**config.mk**
```make
export PLATFORM = sky130hd
export DESIGN_NAME = imm_gen_pipe
export DESIGN_NICKNAME = d
export VERILOG_FILES = /design/src/rtl/imm_gen_pipe.sv
export SDC_FILE = /design/constraint.sdc
export NUM_CORES = 1
export LEC_CHECK = 0
export BUFFER_PORTS_ARGS = -buffer_cell sky130_fd_sc_hd__buf_2
export CAP_MARGIN = 20
export CORE_ASPECT_RATIO = 1.25
export CORE_MARGIN = 2
export CORE_UTILIZATION = 32
export DETAILED_ROUTE_END_ITERATION = 10
export PLACE_DENSITY = 0.48
export SKIP_LAST_GASP = 1
export SYNTH_ARGS = -nofsm -noshare
export SYNTH_HDL_FRONTEND = slang
export SYNTH_SLANG_ARGS = --single-unit
```
**constraint.sdc**
```tcl
create_clock -name clk -period 4.25 [get_ports clk]
set_input_delay 0.425 -clock clk [delete_from_list [all_inputs] [get_ports clk]]
set_output_delay 0.425 -clock clk [all_outputs]
set_load 0.05 [all_outputs]
```
**src/rtl/imm_gen_pipe.sv**
```systemverilog
// Decode-stage immediate generator: RV32I/RV64I immediate decode behind a 2-entry skid buffer.
// Latency 1 cycle into an empty buffer; in_ready is registered and drops only when both entries are full.
module imm_gen_pipe #(
    parameter int XLEN  = 32,
    parameter int TAG_W = 32
) (
    input  logic             clk,
    input  logic             rst_n,
    input  logic             flush,
    input  logic             in_valid,
    output logic             in_ready,
    input  logic [31:0]      instr,
    input  logic [TAG_W-1:0] in_tag,
    output logic             out_valid,
    input  logic             out_ready,
    output logic [XLEN-1:0]  imm,
    output logic [2:0]       fmt,
    output logic             illegal,
    output logic [TAG_W-1:0] out_tag
);

    localparam logic [2:0] FMT_NONE  = 3'd0;
    localparam logic [2:0] FMT_I     = 3'd1;
    localparam logic [2:0] FMT_S     = 3'd2;
    localparam logic [2:0] FMT_B     = 3'd3;
    localparam logic [2:0] FMT_U     = 3'd4;
    localparam logic [2:0] FMT_J     = 3'd5;
    localparam logic [2:0] FMT_SHAMT = 3'd6;
    localparam logic [2:0] FMT_CSR   = 3'd7;

    localparam logic [6:0] OP_LOAD   = 7'b0000011;
    localparam logic [6:0] OP_JALR   = 7'b1100111;
    localparam logic [6:0] OP_IMM    = 7'b0010011;
    localparam logic [6:0] OP_STORE  = 7'b0100011;
    localparam logic [6:0] OP_BRANCH = 7'b1100011;
    localparam logic [6:0] OP_LUI    = 7'b0110111;
    localparam logic [6:0] OP_AUIPC  = 7'b0010111;
    localparam logic [6:0] OP_JAL    = 7'b1101111;
    localparam logic [6:0] OP_SYSTEM = 7'b1110011;
    localparam logic [6:0] OP_OP     = 7'b0110011;
    localparam logic [6:0] OP_FENCE  = 7'b0001111;

    typedef enum logic [1:0] {
        EMPTY = 2'd0,
        ONE   = 2'd1,
        FULL  = 2'd2
    } state_t;

    state_t state, state_nx;

    logic [XLEN-1:0] imm_i, imm_s, imm_b, imm_u, imm_j, imm_sh, imm_csr;
    logic [XLEN-1:0] dec_imm;
    logic [2:0]      dec_fmt;
    logic            dec_illegal;

    logic [XLEN-1:0]  tail_imm;
    logic [2:0]       tail_fmt;
    logic             tail_illegal;
    logic [TAG_W-1:0] tail_tag;

    logic take, give;

    // Every format is built up front; the opcode only selects among them.
    assign imm_i   = XLEN'($signed(instr[31:20]));
    assign imm_s   = XLEN'($signed({instr[31:25], instr[11:7]}));
    assign imm_b   = XLEN'($signed({instr[31], instr[7], instr[30:25], instr[11:8], 1'b0}));
    assign imm_u   = XLEN'($signed({instr[31:12], 12'b0}));
    assign imm_j   = XLEN'($signed({instr[31], instr[19:12], instr[20], instr[30:21], 1'b0}));
    assign imm_sh  = (XLEN == 64) ? XLEN'(instr[25:20]) : XLEN'(instr[24:20]);
    assign imm_csr = XLEN'(instr[31:20]);

    always_comb begin
        dec_imm     = '0;
        dec_fmt     = FMT_NONE;
        dec_illegal = 1'b0;
        if (instr[1:0] != 2'b11) begin
            dec_illegal = 1'b1;
        end else begin
            case (instr[6:0])
                OP_LOAD, OP_JALR: begin
                    dec_imm = imm_i;
                    dec_fmt = FMT_I;
                end
                OP_IMM: begin
                    // funct3 001 (SLLI) and 101 (SRLI/SRAI) carry a shift amount
                    if (instr[13:12] == 2'b01) begin
                        dec_imm = imm_sh;
                        dec_fmt = FMT_SHAMT;
                    end else begin
                        dec_imm = imm_i;
                        dec_fmt = FMT_I;
                    end
                end
                OP_STORE: begin
                    dec_imm = imm_s;
                    dec_fmt = FMT_S;
                end
                OP_BRANCH: begin
                    dec_imm = imm_b;
                    dec_fmt = FMT_B;
                end
                OP_LUI, OP_AUIPC: begin
                    dec_imm = imm_u;
                    dec_fmt = FMT_U;
                end
                OP_JAL: begin
                    dec_imm = imm_j;
                    dec_fmt = FMT_J;
                end
                OP_SYSTEM: begin
                    dec_imm = imm_csr;
                    dec_fmt = FMT_CSR;
                end
                OP_OP, OP_FENCE: begin
                    dec_fmt = FMT_NONE;
                end
                default: begin
                    dec_illegal = 1'b1;
                end
            endcase
        end
    end

    assign out_valid = (state != EMPTY);
    assign take      = in_valid && in_ready;
    assign give      = out_valid && out_ready;

    always_ff @(posedge clk) begin
        if (!rst_n) begin
            state <= EMPTY;
        end else begin
            state <= state_nx;
        end
    end

    always_comb begin
        state_nx = state;
        if (flush) begin
            state_nx = EMPTY;
        end else begin
            case (state)
                EMPTY: if (take) state_nx = ONE;
                ONE: begin
                    if (take && !give) state_nx = FULL;
                    else if (give && !take) state_nx = EMPTY;
                end
                FULL: if (give) state_nx = ONE;
                default: state_nx = EMPTY;
            endcase
        end
    end

    // Head registers drive the outputs directly; the tail only fills when the head is stalled.
    always_ff @(posedge clk) begin
        if (!rst_n) begin
            in_ready     <= 1'b0;
            imm          <= '0;
            fmt          <= FMT_NONE;
            illegal      <= 1'b0;
            out_tag      <= '0;
            tail_imm     <= '0;
            tail_fmt     <= FMT_NONE;
            tail_illegal <= 1'b0;
            tail_tag     <= '0;
        end else begin
            in_ready <= (state_nx != FULL);
            if (flush) begin
                imm     <= '0;
                fmt     <= FMT_NONE;
                illegal <= 1'b0;
                out_tag <= '0;
            end else begin
                case (state)
                    EMPTY: begin
                        if (take) begin
                            imm     <= dec_imm;
                            fmt     <= dec_fmt;
                            illegal <= dec_illegal;
                            out_tag <= in_tag;
                        end
                    end
                    ONE: begin
                        if (take && give) begin
                            imm     <= dec_imm;
                            fmt     <= dec_fmt;
                            illegal <= dec_illegal;
                            out_tag <= in_tag;
                        end else if (take) begin
                            tail_imm     <= dec_imm;
                            tail_fmt     <= dec_fmt;
                            tail_illegal <= dec_illegal;
                            tail_tag     <= in_tag;
                        end else if (give) begin
                            imm     <= '0;
                            fmt     <= FMT_NONE;
                            illegal <= 1'b0;
                            out_tag <= '0;
                        end
                    end
                    FULL: begin
                        if (give) begin
                            imm     <= tail_imm;
                            fmt     <= tail_fmt;
                            illegal <= tail_illegal;
                            out_tag <= tail_tag;
                        end
                    end
                    default: begin
                        imm <= '0;
                    end
                endcase
            end
        end
    end

endmodule

```
-- After elaboration in Yosys (flattened, before gate mapping)
Cells that the tools add are included.
- output and inout bits: 70
- word-level logic and storage cells: 86
- input bits: 69
- register bits: 139
- reduce and logical (&&, ||, !) cells: 17
- eq/ne operators: 20
- mux-type cells: 36
- bitwise logic cells: 3
- operator list (cell ; count):
    $mux W32 ; 10
    $pmux W32 S7 ; 1
    $pmux W32 S3 ; 2
    $eq A7 B7 Y1 const B ; 4
    $eq A7 B6 Y1 const B ; 3
    $mux W3 ; 7
    $pmux W3 S7 ; 1
    $eq A7 B5 Y1 const B ; 2
    $reduce_or A11 Y1 ; 1
    $mux W2 ; 5
    $pmux W3 S3 ; 1
    $ne A2 B2 Y1 const B ; 4
    $reduce_and A4 Y1 ; 2
    $eq A7 B2 Y1 const B ; 1
    $eq A7 B4 Y1 const B ; 1
    $mux W1 ; 7
    $ne A3 B3 Y1 const B ; 2
    $pmux W2 S3 ; 1
    $reduce_or A2 Y1 ; 3
    $logic_and A1 B1 Y1 ; 5
    $reduce_and A5 Y1 ; 1
    $eq A2 B1 Y1 const B ; 2
    $not A1 Y1 ; 3
    $pmux W1 S3 ; 1
    other kinds (5) ; 6

-- Logic depth before layout (Yosys ltp)
- depth in word-level cells: 8
- depth in mapped cells: 9
- gate-level depth less buffers: 7

-- Worst setup path after synthesis
OpenSTA, ideal clock, no wires.
- path kind: reg-to-reg
- from: register state[0]
- to: register imm[28]
- period minus slack after synthesis: 2.175 ns
- buffers on the path: 1
- library setup time: 0.122 ns
- required time: 4.128 ns
- slack: 2.075 ns
- data arrival time: 2.054 ns
- stages on the path, launching flop included: 9
- cells stage by stage: dfxtp_1 -> inv_1 -> ha_1 -> inv_1 -> o21ai_1 -> nand3_2 -> clkbuf_1 -> a21oi_1 -> a221o_1
- longest elaborated chain between the ends: 5
- elaborated cells on any way between the ends: 13
- those cells by class: 6 x eq/ne; 2 x mux; 5 x reduce/logical
- RTL lines (item ; line ; text):
    start: declaration ; 49 ; state_t state, state_nx;
    start signal: assignment ; 132 ; state <= state_nx;
    $reduce_bool A2 Y1 (*) ; 124 ; assign out_valid = (state != EMPTY);
    via out_valid ; 14 ; output logic out_valid,
    $logic_and A1 B1 Y1 (*) ; 126 ; assign give = out_valid && out_ready;
    $logic_and A1 B1 Y1 ; 183 ; if (take && give) begin
    $ne A3 B3 Y1 (no source line) or $mux W32 (tied branches) ; - ;
    $reduce_and A4 Y1 (no source line) or $pmux W32 S3 (tied branches) ; - ;
    end signal: assignment ; 176 ; imm <= dec_imm;
    end signal: assignment ; 184 ; imm <= dec_imm;
    end signal: assignment ; 202 ; imm <= tail_imm;
    end: declaration ; 16 ; output logic [XLEN-1:0] imm,
The timed path passes the listed nets; every way through them passes the cells marked *.
A chain may end at the register's enable or synchronous reset.

-- Worst setup path in the final report
- from: register state[1]
- to: register imm[7]
- longest elaborated chain between the ends: 5
- elaborated cells on any way between the ends: 13
- those cells by class: 6 x eq/ne; 2 x mux; 5 x reduce/logical
- RTL lines (item ; line):
    $reduce_bool A2 Y1 ; 124
    $logic_and A1 B1 Y1 ; 126
    $logic_and A1 B1 Y1 ; 183
    $ne A3 B3 Y1 (no source line) or $mux W32 (tied branches) ; -
    $reduce_and A4 Y1 (no source line) or $pmux W32 S3 (tied branches) ; -
Parallel ways exist; a longest one is shown, timed or not.

==> impl_metrics.env <==
export IMPL_die_y_um=158
export IMPL_vias_per_cell=5.40
export IMPL_syn_area_sq_um=6100
export IMPL_period_needed_ps=2640
export IMPL_drt_pass1_iter_count=5
export IMPL_dp_final_hpwl_mm=12.4
export IMPL_relSlewSlack_pct=29.0
export IMPL_grt_max_degree=76
export IMPL_status="complete, no violations"
export IMPL_yosysTopAreaCell="dfxtp_1"
export IMPL_numClockSinks=139
export IMPL_timing_setup_tns_ps=0
export IMPL_drt_drc_violations_left=0
export IMPL_wl_mm=18.5
export IMPL_cts_root_buf="clkbuf_16"
export IMPL_die_w_um=127
export IMPL_syn2layout_area_growth_pct=23.7
export IMPL_finalSetupViolations=0
export IMPL_clockBufferDepth=2
export IMPL_cts_buffers=17
export IMPL_cp_endpoint="imm[7]$_SDFFE_PP0P_"
export IMPL_syn_inst=719
export IMPL_finalCritPeriodShare_pct=62.1
export IMPL_cp_startpoint="state[1]$_SDFF_PN0_"
export IMPL_ys_ff_latch=139
export IMPL_port_buffers=138
export IMPL_powerDensity_nw_per_um2=423
export IMPL_nets=898
export IMPL_yosysUniqueCellTypes=60
export IMPL_grt_pass1_vias=5435
export IMPL_final_max_slew_viol_count=0
export IMPL_insertion_delay_ps=430
export IMPL_ios=139
export IMPL_finalWeightedCongestion=0.826
export IMPL_final_setup_skew_ps=9.17
export IMPL_yosys_warnings=0
export IMPL_cts_resized=0
export IMPL_ys_seq_area_share_pct=45.6
export IMPL_power_mw=3.19
export IMPL_cp_max_fo=19
export IMPL_track_usage_pct=18.4
export IMPL_vias=5770
export IMPL_path_class="reg -> reg"
export IMPL_finalHoldViolations=0
export IMPL_drv_cap=0
export IMPL_holdBufCountCts=0
export IMPL_leakagePower_nw=2.93
export IMPL_antenna_found_initial=0
export IMPL_ys_async_sr_fraction_pct=0
export IMPL_layout_drive_gt1_share_pct=23.3
export IMPL_die_area_sq_um=20200
export IMPL_diodes=0
export IMPL_ant_nets=0
export IMPL_wl_per_cell_um=17.3
export IMPL_synth_edf_count=0
export IMPL_reg2reg_to="imm[7]$_SDFFE_PP0P_"
export IMPL_placementRows=56
export IMPL_cts_tree="done"
export IMPL_num_fill_cells=1928
export IMPL_synth_area_leaders="dfxtp_1 (46%), nand2_1 (5.7%), a221oi_1 (5.2%), o21ai_0 (4.5%), a21boi_0 (4.4%)"
export IMPL_max_freq_mhz=379
export IMPL_synth_top_area_share_pct=45.6
export IMPL_cp_end_kind="flip-flop"
export IMPL_drtIter0Drc=459
export IMPL_grt_setup_unrepaired="false"
export IMPL_initial_utilization_pct=32.6
export IMPL_worst_endpoint_arrival_ps=3010
export IMPL_grt_pass1_wl_mm=29.0
export IMPL_htree_levels=4
export IMPL_reg2regPathDepth=7
export IMPL_rrSetupSlack_ps=1610
export IMPL_path_clk_slew_ps=60
export IMPL_hold_class="in -> reg"
export IMPL_syn_nets=792
export IMPL_worst_pin_slew_ps=1070
export IMPL_ys_flop_type="dfxtp_1"
export IMPL_cp_required_ps=4620
export IMPL_overflow=0
export IMPL_cts_setup_buffers=0
export IMPL_syn_avg_cell_area_sq_um=8.48
export IMPL_irDropWorstVdd_mv=0.277
export IMPL_startpoint_type="flip-flop"
export IMPL_r2r_start="state[1]$_SDFF_PN0_"
export IMPL_core_area_sq_um=18700
==> registers in the layout, summed over array words and instances, names as in the netlist <==
register      flops
tail_illegal      1
illegal           1
in_ready          1
tail_fmt          3
tail_tag         32
state             2
fmt               3
out_tag          32
imm              32
tail_imm         32
==> synthesized netlist by cell type (all sizes together), types with 2 or more instances <==
master	count
dfxtp	139
nand2	92
o21ai	60
nor2	59
nor3	49
clkbuf	47
a21boi	43
a21oi	39
a221oi	36
nand3	21
buf	16
a22oi	13
a31oi	12
a221o	11
inv	8
a21o	6
nor2b	6
a32oi	5
and2	5
nor3b	5
nor4	5
ha	4
nand2b	3
or3	3
a2111oi	2
nand3b	2
nand4b	2
o211ai	2
o22ai	2
o31a	2
o32a	2
xnor2	2
==> critical path: stages, from the launching register on <==
cell	delay [ps]
dfxtp_1	340
inv_1	110
ha_1	260
nand3_1	210
o21ai_1	630
nand3_2	480
nor2_2	390
a21o_1	170
==> metrics by stage <==
step                hold slack, ps  cells  area [sq um]  setup WS (ps)  util (%)
floorplan                      443    719          6100           2070         -
global placement               450   1035          6900           1590      36.9
detailed placement             458   1036          6900           1480      36.9
CTS                            243   1067          7500           1560      40.1
global route                   255   1069          7540           1310      40.3
finish                         257   1069          7540           1610      40.3
==> per-layer routing <==
metal | vias to the layer above | share of wire (%) | GRT usage, %
li1 | 2838 | - | -
met1 | 2740 | 44 | 22.9
met2 | 172 | 49 | 31.5
met3 | 20 | 5.0 | 3.86
met4 | 0 | 1.6 | 6.38
met5 | - | 0 | 0
==> worst min path at each step <==
stage	from	endpoint	slack [ps]	cells after the start
2_1_floorplan	tail_imm[1]$_SDFFE_PN0P_	imm[1]$_SDFFE_PP0P_	440	2
3_3_place_gp	tail_tag[23]$_SDFFE_PN0P_	tail_tag[23]$_SDFFE_PN0P_	450	2
3_5_place_dp	tail_fmt[0]$_SDFFE_PN0P_	tail_fmt[0]$_SDFFE_PN0P_	460	2
4_1_cts	in_tag[28]	tail_tag[28]$_SDFFE_PN0P_	240	3
5_1_grt	in_tag[28]	tail_tag[28]$_SDFFE_PN0P_	250	3
6_report	instr[26]	imm[6]$_SDFFE_PP0P_	260	2
==> placed cells by master, fill, tap and decap left out, drive strengths merged, types with 3 or more instances in the layout <==
master	netlist	final
a221oi	36	36
o21ai	60	60
bufinv	0	3
nor3b	5	5
nor3	49	49
or3	3	3
inv	8	10
nand2b	3	3
a31oi	12	12
clkinvlp	0	3
nor2b	6	6
nor2	59	59
a221o	11	11
clkbuf	47	22
buf	16	149
nand2	92	92
a21boi	43	43
ha	4	4
and2	5	5
a21o	6	6
a32oi	5	5
nor4	5	5
dfxtp	139	139
a21oi	39	39
a22oi	13	13
nand3	21	21
==> where the power goes <==
group | internal [mW] | total, mW | switching [mW]
registers | 1.33 | 1.34 | 0.0118
logic | 0.0980 | 0.323 | 0.225
clock network | 0.952 | 1.53 | 0.576
==> area by class of cell <==
| class | instances | area (sq um) | area share [%] |
|---|---|---|---|
| inverter | 8 | 30.0 | 0.398 |
| multi-input combinational | 509 | 3040 | 40.3 |
| tap | 232 | 290 | 3.85 |
| sequential | 139 | 2780 | 36.9 |
| clock inverter | 10 | 140 | 1.86 |
| timing repair buffer | 150 | 802 | 10.6 |
| clock buffer | 21 | 460 | 6.11 |
==> cell families after synthesis <==
family	after synthesis	synth area share [%]
buffers and inverters	71	5.07
muxes	1	0.164
and+or+nand+nor	259	20.3
DFF	139	45.6
AOI/OAI and AO/OA	241	27.4
adders and majority gates	5	0.985
xor gates and xnor gates	3	0.431
Note: power is estimated with default switching activity, not from simulation.
